===== src/rtl/char_load_arbiter_pkg.sv =====
// Shared encodings and buffer defaults for the character-load arbiter and the
// board wrapper that drives it.
package char_load_arbiter_pkg;

  // Switch mode and arbiter state share one encoding.
  localparam logic [1:0] ST_IDLE = 2'b00;
  localparam logic [1:0] ST_LOAD = 2'b01;
  localparam logic [1:0] ST_EXEC = 2'b10;
  localparam logic [1:0] ST_READ = 2'b11;

  localparam int DEF_BUF_BASE  = 1500;
  localparam int DEF_BUF_DEPTH = 108;   // 12 x 9 character grid

endpackage


===== src/rtl/char_load_arbiter_sync_2ff.sv =====
// Two-flop synchroniser for slow asynchronous inputs such as board switches.
module sync_2ff #(
  parameter int WIDTH = 1
) (
  input  logic             clk,
  input  logic             rst_n,
  input  logic [WIDTH-1:0] d,
  output logic [WIDTH-1:0] q
);

  logic [WIDTH-1:0] meta;

  // NOTE: sequential state always uses non-blocking assignments so both flops
  // sample the pre-edge values and the chain really is two stages deep.
  always_ff @(posedge clk or negedge rst_n) begin
    if (!rst_n) begin
      meta <= '0;
      q    <= '0;
    end else begin
      meta <= d;
      q    <= meta;
    end
  end

endmodule


===== src/rtl/char_load_arbiter.sv =====
// Arbitrates the single data-RAM port between the host character loader, the
// processor and host read-back, and sequences the processor reset.
module char_load_arbiter
  import char_load_arbiter_pkg::*;
#(
  parameter int ADDR_W    = 12,
  parameter int DATA_W    = 32,
  parameter int CHAR_W    = 8,
  parameter int BUF_BASE  = DEF_BUF_BASE,
  parameter int BUF_DEPTH = DEF_BUF_DEPTH,
  parameter int WRAP      = 0,
  parameter int CNT_W     = $clog2(BUF_DEPTH + 1)
) (
  input  logic              clock,
  input  logic              reset,
  input  logic [1:0]        mode,
  input  logic              ld_valid,
  input  logic [CHAR_W-1:0] ld_data,
  output logic              ld_ready,
  input  logic              ld_clear,
  output logic [CNT_W-1:0]  ld_count,
  output logic              ld_full,
  output logic              ld_overflow,
  output logic [CHAR_W-1:0] last_char,
  input  logic [ADDR_W-1:0] cpu_addr,
  input  logic [DATA_W-1:0] cpu_wdata,
  input  logic              cpu_wen,
  output logic              cpu_reset,
  output logic              exec_start,
  input  logic [ADDR_W-1:0] rd_addr,
  output logic [ADDR_W-1:0] ram_addr,
  output logic [DATA_W-1:0] ram_wdata,
  output logic              ram_wen,
  output logic [1:0]        state
);

  localparam logic WRAP_EN = (WRAP != 0);

  logic [1:0]       mode_sync;
  logic [CNT_W-1:0] ptr;
  logic             accept;
  logic             ptr_at_end;
  logic             exec_hold;

  sync_2ff #(.WIDTH(2)) u_mode_sync (
    .clk   (clock),
    .rst_n (reset),
    .d     (mode),
    .q     (mode_sync)
  );

  assign ld_full    = (ld_count == CNT_W'(BUF_DEPTH));
  assign ld_ready   = (state == ST_LOAD) & ~ld_clear & (~ld_full | WRAP_EN);
  assign accept     = ld_valid & ld_ready;
  assign ptr_at_end = (ptr == CNT_W'(BUF_DEPTH - 1));

  // Processor is released only while EXEC is both current and next state.
  assign exec_hold  = (state == ST_EXEC) && (mode_sync == ST_EXEC);

  always_ff @(posedge clock or negedge reset) begin
    if (!reset) begin
      state       <= ST_IDLE;
      ptr         <= '0;
      ld_count    <= '0;
      ld_overflow <= 1'b0;
      last_char   <= '0;
      cpu_reset   <= 1'b1;
      exec_start  <= 1'b0;
    end else begin
      state      <= mode_sync;
      cpu_reset  <= ~exec_hold;
      exec_start <= exec_hold & cpu_reset;

      if (accept) last_char <= ld_data;

      if (ld_clear) begin
        ptr         <= '0;
        ld_count    <= '0;
        ld_overflow <= 1'b0;
      end else if (accept) begin
        // Without WRAP the pointer runs on to BUF_DEPTH and parks there; the
        // full flag then blocks ld_ready so that address is never written.
        ptr <= (WRAP_EN && ptr_at_end) ? '0 : ptr + 1'b1;
        if (!ld_full) ld_count <= ld_count + 1'b1;
        if (WRAP_EN && ld_full) ld_overflow <= 1'b1;
      end
    end
  end

  // NOTE: every output gets a default before the case so no path can leave
  // one unassigned and infer a latch.
  always_comb begin
    ram_addr  = '0;
    ram_wdata = '0;
    ram_wen   = 1'b0;
    case (state)
      ST_LOAD: begin
        ram_addr  = ADDR_W'(BUF_BASE) + ADDR_W'(ptr);
        ram_wdata = DATA_W'(ld_data);
        ram_wen   = accept;
      end
      ST_EXEC: begin
        ram_addr  = cpu_addr;
        ram_wdata = cpu_wdata;
        ram_wen   = cpu_wen;
      end
      ST_READ: ram_addr = rd_addr;
      default: ;
    endcase
  end

endmodule


===== config.mk =====
export PLATFORM = sky130hd
export DESIGN_NAME = char_load_arbiter
export DESIGN_NICKNAME = d
export VERILOG_FILES = /design/src/rtl/char_load_arbiter_pkg.sv /design/src/rtl/char_load_arbiter_sync_2ff.sv /design/src/rtl/char_load_arbiter.sv
export SDC_FILE = /design/constraint.sdc
export NUM_CORES = 1
export LEC_CHECK = 0
export CAP_MARGIN = 20
export CORE_MARGIN = 10
export CORE_UTILIZATION = 29
export CTS_CLUSTER_DIAMETER = 60
export CTS_CLUSTER_SIZE = 40
export DETAILED_ROUTE_END_ITERATION = 8
export HOLD_SLACK_MARGIN = 0.08
export PLACE_DENSITY = 0.69
export RECOVER_POWER = 50
export SETUP_SLACK_MARGIN = 0.02
export SLEW_MARGIN = 20
export SYNTH_ARGS = -nofsm -noshare
export SYNTH_HDL_FRONTEND = slang
export SYNTH_HIERARCHICAL = 1
export SYNTH_SLANG_ARGS = --single-unit

===== constraint.sdc =====
create_clock -name clock -period 2.96 [get_ports clock]
set_clock_uncertainty 0.2 [all_clocks]
set_input_delay 0.296 -clock clock [delete_from_list [all_inputs] [get_ports clock]]
set_output_delay 0.296 -clock clock [all_outputs]
set_load 0.005 [all_outputs]

# Yosys cells after proc, flatten, opt, wreduce, memory -nomap -nowiden
# Index checks and enable logic that the tools add are counted.
[totals]
reg_bits = 30
output_inout_bits = 67
[classes]
addsub = 3
eq_ne = 6
muxes = 8
n_bitwise = 7
n_reduce_logical = 3
[ops]
columns = ["cell", "count"]
rows = [
  ["one-hot mux 32 bit (2 select lines)", 1],
  ["one-hot mux 12 bit (3 select lines)", 1],
  ["two-way mux 7 bit", 5],
  ["adder 7 x 1 -> 7 bit (second input constant)", 2],
  ["adder 11 x 7 -> 12 bit (first input constant)", 1],
  ["equality test 7 bit (second input constant)", 1],
  ["equality test 2 bit (second input constant)", 3],
  ["AND 1 bit", 4],
  ["NOT 1 bit", 3],
  ["equality test 2 x 1 -> 1 bit (second input constant)", 1],
  ["!= test 2 bit (second input constant)", 1],
  ["one-hot mux 1 bit (2 select lines)", 1],
  ["AND reduction 2 bit", 1],
  ["nonzero test 2 bit", 1],
  ["logical AND 1 bit", 1],
]

# Depth between registers and ports, before layout
[depth]
ltp_word = 6
depth_mapped = 8
mapped_depth_nobuf = 6

# Modules after synthesis
# Netlist, hierarchy kept.
[modules_own_cells]
columns = ["module", "instances", "cells_each", "area_each_um2"]
rows = [
  ["char_load_arbiter", 1, 217, 1821.7],
  ["sync_2ff", 1, 4, 100.1],
]

# Worst setup path after synthesis
# OpenSTA, ideal clock, no wires.
[synth_timing]
path_kind = "reg2out"
start = "register state[0]"
end = "output ram_addr[5]"
arrival_ns = 1.464
setup_slack_ns = 1.000
path_stages_with_launch = 7
n_path_buf = 2
path_cell_list = "dfrtp_1 > inv_1 > ha_1 > clkbuf_1 > clkbuf_1 > a22oi_1 > a21oi_1"
[synth_between]
elab_chain_cells = 2
[synth_lines]
columns = ["item", "line", "text"]
rows = [
  ["start, declared", "char_load_arbiter.sv:34", "output logic [1:0] state"],
  ["start signal, assigned", "char_load_arbiter.sv:70", "state <= mode_sync;"],
  ["equality test 2 bit or equality test 2 x 1 -> 1 bit (tied branches)", "char_load_arbiter.sv:96", "case (state)"],
  ["one-hot mux 12 bit (3 select lines) (*)", "char_load_arbiter.sv:96", ""],
  ["end, declared", "char_load_arbiter.sv:31", "output logic [ADDR_W-1:0] ram_addr,"],
]
# Every way passes the cells marked *; elsewhere a longest branch is shown, timed or not.

# Final worst setup path
[layout_timing]
start = "register state[1]"
end = "output ram_wen"
[layout_between]
elab_chain_cells = 5
[layout_lines]
columns = ["item", "line", "text"]
rows = [
  ["equality test 2 x 1 -> 1 bit", "char_load_arbiter.sv:53, char_load_arbiter.sv:96", ""],
  ["AND 1 bit (2 in a row)", "char_load_arbiter.sv:53", "assign ld_ready = (state == ST_LOAD) & ~ld_clear & (~ld_full | WRAP_EN);"],
  ["AND 1 bit", "char_load_arbiter.sv:54", "assign accept = ld_valid & ld_ready;"],
  ["one-hot mux 1 bit (2 select lines) (*)", "char_load_arbiter.sv:96", ""],
  ["end, declared", "char_load_arbiter.sv:33", "output logic ram_wen,"],
]
# Marks and branches as above.

==> impl_summary.log <==
[metrics] initial cell density of the core: 0.301
[metrics] core outline area: 6390 sq um
[metrics] All-Layer GR Usage: 0.138
[metrics] grt ovf: 0
[metrics] sequential share of the synthesized area: 0.391
[metrics] via count normalized by instance count: 4.88
[metrics] average routed wire per standard cell: 17.8 um
[metrics] Clk Latency, worst-skew pair: 0.28 ns
[metrics] Avg Cell Area, Syn: 8.70 sq um
[metrics] diode insertion count for antenna repair: 0
[metrics] number of buffers inserted by post-CTS setup repair: 0
[metrics] internal power: about 0.00083 W
[metrics] time the final worst path needs with I/O delays and setup: between 2 and 3 ns
[metrics] register area: roughly 750 sq um
[metrics] clock transition at the registers of the reported paths: roughly 0.070 ns
[metrics] fraction of power spent switching nets: 0.258
[metrics] setup slack of the worst register-to-register path: 0.40 ns
[metrics] die area: 10,300 sq um
[metrics] data required time at the worst endpoint: 2.46 ns
[metrics] endpoint type of the worst setup path: primary output
[metrics] areal power density over the cells: 326 nW/um^2
[metrics] maximum ir drop on the vdd rail: 263 uV
[metrics] final count of negative-setup-slack endpoints: 0
[metrics] Slew headroom: 0.323
[metrics] Cells after Synth: 221
[metrics] total of warnings raised by yosys: 6
[metrics] largest net degree at the start of global routing: 29
[metrics] number of buffers inserted during clock tree synthesis: 5
[metrics] kind of launch point of the worst setup path: flip-flop
[metrics] critical path endpoint: ram_wen
[metrics] Post-Synthesis Cell Area: 1920 sq um
[metrics] CTS tree: yes
[metrics] leakage: 1.47 nW
[metrics] final worst hold slack: 0.154 ns
[metrics] number of H-tree levels: 2
[metrics] post-synth cell types: 37
[metrics] Sequential Power Share: 0.405
[metrics] instance area after placement: 3340 sq um
[metrics] largest fanout on the critical path: 14
[metrics] max-capacitance violation count: 0
[metrics] syn_nets: 301
[metrics] outcome: completed
[metrics] HPWL reported at the end of detailed placement: 6310 um
[metrics] arrival time at the worst endpoint: 2.25 ns
[metrics] width of the chip: approximately 100 um
[metrics] proportion of power drawn by combinational gates: 0.287
[metrics] Filler Cell Count: 586
[metrics] number of remaining DRC errors: 0
[metrics] Reg-to-Reg End: ptr[5]
[metrics] transition at the pin with the smallest max-transition slack: 1.02 ns
[metrics] Layout Area Growth over Synthesis: 78.2%
[metrics] Clk pwr share: 0.308
[metrics] master cell of the clock root buffer: clkbuf_8
[metrics] Final nets: 434
[metrics] count of buffers from port buffering: 136
[metrics] proportion of layout cells with a drive suffix above 1: 0.0423
[metrics] Worst Hold Class: reg2reg
[metrics] area of the multi-input gates: 1050 sq um
[metrics] total via count in the routed design: between 2k and 2.5k
[metrics] final-report max-slew violation count: 0
[metrics] Max Clock Freq: around 360 MHz
[metrics] Sw Pwr: 0.000288 W
[metrics] Placement Rows: 29
[metrics] Final GP Congestion: 0.772
[metrics] Clock Sinks: 30
[metrics] utilization of the core after routing: 0.536
[metrics] R2R Path Start: state[1]
[metrics] die height: just over 100 um
[metrics] RSZ-0062 raised after global routing: no
[metrics] number of iterations in the first detailed-routing pass: 4
[metrics] PnR worst setup slack: 0.217 ns
[metrics] period utilisation layout: 0.927
[metrics] num ports: 138
[metrics] type of the worst setup path: reg2out
[metrics] wire length after detailed routing: 7690 um
[metrics] Post-Place Setup Slack: 0.383 ns
[metrics] Post-Layout Inst Area: around 3400 sq um
[metrics] CP Launch Point: state[1]
[metrics] remaining number of nets flagged by the antenna check after routing: 0
[metrics] Iteration-0 DRC Markers: ~140
[metrics] number of storage elements in the synthesis netlist: 30
[metrics] launch instance of the worst min-delay path: u_mode_sync/meta[1]
[metrics] global-route wire length before repair: 11,300 um
[metrics] worst reg-to-reg path cell count: 7
[metrics] via count of the first global-routing pass: approximately 2k
[metrics] summed negative setup slack over all endpoints: 0 ns
[metrics] Final Hold Violating Endpoints: 0
[metrics] number of buffers on the longest clock path: 2
[metrics] number of antenna violations at the first check in global routing: 0
how the worst min path moves through the flow:
stage | slack, ns | depth (start not counted) | to
floorplan | -0.20 | 0 | exec_start
global placement | 0.13 | 0 | u_mode_sync/q[1]
detailed placement | 0.14 | 0 | u_mode_sync/q[0]
CTS | 0.15 | 0 | u_mode_sync/q[0]
global route | 0.17 | 0 | u_mode_sync/q[1]
finish | 0.15 | 0 | u_mode_sync/q[1]
per-layer routing:
| layer | routed length (um) | up-vias | global-route usage |
|---|---|---|---|
| li1 | - | 1038 | - |
| met1 | 3070 | 969 | 0.158 |
| met2 | 3770 | 101 | 0.233 |
| met3 | 827 | 2 | 0.0565 |
| met4 | 25 | 0 | 0.0322 |
| met5 | 0 | - | 0 |
cell usage after synthesis:
| master | count | area [sq um] |
|---|---|---|
| o21a_1 | 1 | 7.51 |
| or4_1 | 2 | 15.0 |
| nand2b_1 | 1 | 6.26 |
| and2_1 | 25 | 156 |
| clkbuf_1 | 9 | 33.8 |
| dfstp_2 | 1 | 26.3 |
| nor3_1 | 1 | 5.00 |
| a22oi_1 | 12 | 90.1 |
| a21boi_0 | 1 | 7.51 |
| and2b_1 | 1 | 7.51 |
| nor2b_1 | 10 | 62.6 |
| or3_1 | 2 | 12.5 |
| o21ai_2 | 2 | 17.5 |
| a221oi_1 | 1 | 8.76 |
| nand3b_1 | 2 | 15.0 |
| mux2i_1 | 3 | 30.0 |
| a21oi_1 | 6 | 30.0 |
| o311ai_0 | 1 | 8.76 |
| o211ai_1 | 3 | 22.5 |
| inv_1 | 11 | 41.3 |
| buf_6 | 2 | 22.5 |
| dfrtp_1 | 29 | 726 |
| conb_1 | 1 | 3.75 |
| nand4b_4 | 1 | 23.8 |
| and3b_1 | 1 | 8.76 |
| nand4_1 | 2 | 12.5 |
| nand2_1 | 36 | 135 |
| xor2_1 | 1 | 8.76 |
| o41ai_1 | 1 | 8.76 |
| ha_1 | 9 | 113 |
| buf_4 | 1 | 7.51 |
| nand3_1 | 11 | 55.1 |
| o21ai_0 | 5 | 25.0 |
| o31ai_1 | 6 | 45.0 |
| buf_2 | 3 | 15.0 |
| a222oi_1 | 7 | 70.1 |
| nor2_1 | 10 | 37.5 |
cells by family (layout without fill, tap and decap cells):
group | after synthesis | after routing | share of synthesized area
AND/OR/NAND/NOR | 105 | 105 | 0.288
buffers and inverters | 26 | 160 | 0.0625
multiplexers | 3 | 3 | 0.0156
other | 1 | 1 | 0.00195
XOR/XNOR | 1 | 1 | 0.00456
adder cells (fa/ha/maj) | 9 | 9 | 0.0586
AO/OA/AOI/OAI | 46 | 46 | 0.178
flip-flops | 30 | 30 | 0.391
critical path, cell delays in order, from the launching register on:
cell	delay, ns
dfrtp_1	0.41
inv_1	0.13
ha_2	0.37
and3b_1	0.24
o21ai_2	0.07
a21boi_0	0.19
clkdlybuf4s50_1	0.56
sequential cells by signal, summed over array words and instances, names as in the netlist:
| register | count |
|---|---|
| last_char | 8 |
| ld_count | 7 |
| ptr | 7 |
| state | 2 |
| u_mode_sync/meta | 2 |
| u_mode_sync/q | 2 |
| cpu_reset | 1 |
| exec_start | 1 |
cells in the final DEF, fill, tap and decap left out, types with 7 or more instances in the layout:
master	netlist	layout
a222oi_1	7	7
a22oi_1	12	12
and2_1	25	25
clkdlybuf4s50_1	0	114
dfrtp_1	29	29
dlygate4sd3_1	0	22
ha_1	9	8
inv_1	11	11
nand2_1	36	36
nand3_1	11	11
nor2_1	10	10
nor2b_1	10	10
cell type report:
| type | count | area share |
|---|---|---|
| Inverter | 11 | 0.0121 |
| Tap cell | 77 | 0.0281 |
| Timing Repair Buffer | 141 | 0.406 |
| Clock inverter | 2 | 0.00365 |
| Sequential cell | 30 | 0.220 |
| Clock buffer | 6 | 0.0241 |
| Multi-Input combinational cell | 165 | 0.306 |
power by group through the flow:
stage / registers, W / clock network [W] / logic (W)
floorplan: 0.000462 / 0 / 0.0000904
finish: 0.000452 / 0.000344 / 0.000321
global route: 0.000457 / 0.000376 / 0.000350
CTS: 0.000454 / 0.000355 / 0.000339
global placement: 0.000460 / 0 / 0.000336
detailed placement: 0.000462 / 0 / 0.000338
what timing repair did:
| item | 4_1_cts | 5_1_grt |
|---|---|---|
| hold buffers | 0 | 0 |
| gates resized for setup | 0 | 1 |
| setup endpoints to repair | 0 | 5 |
| hold endpoints to repair | 0 | 0 |
through the flow:
| step | cells | total power, W |
|---|---|---|
| floorplan | 221 | 0.000552 |
| global placement | 424 | 0.000796 |
| detailed placement | 424 | 0.000800 |
| CTS | 432 | 0.00115 |
| global route | 432 | 0.00118 |
| finish | 432 | 0.00112 |
(Power assumes the default switching activity.)
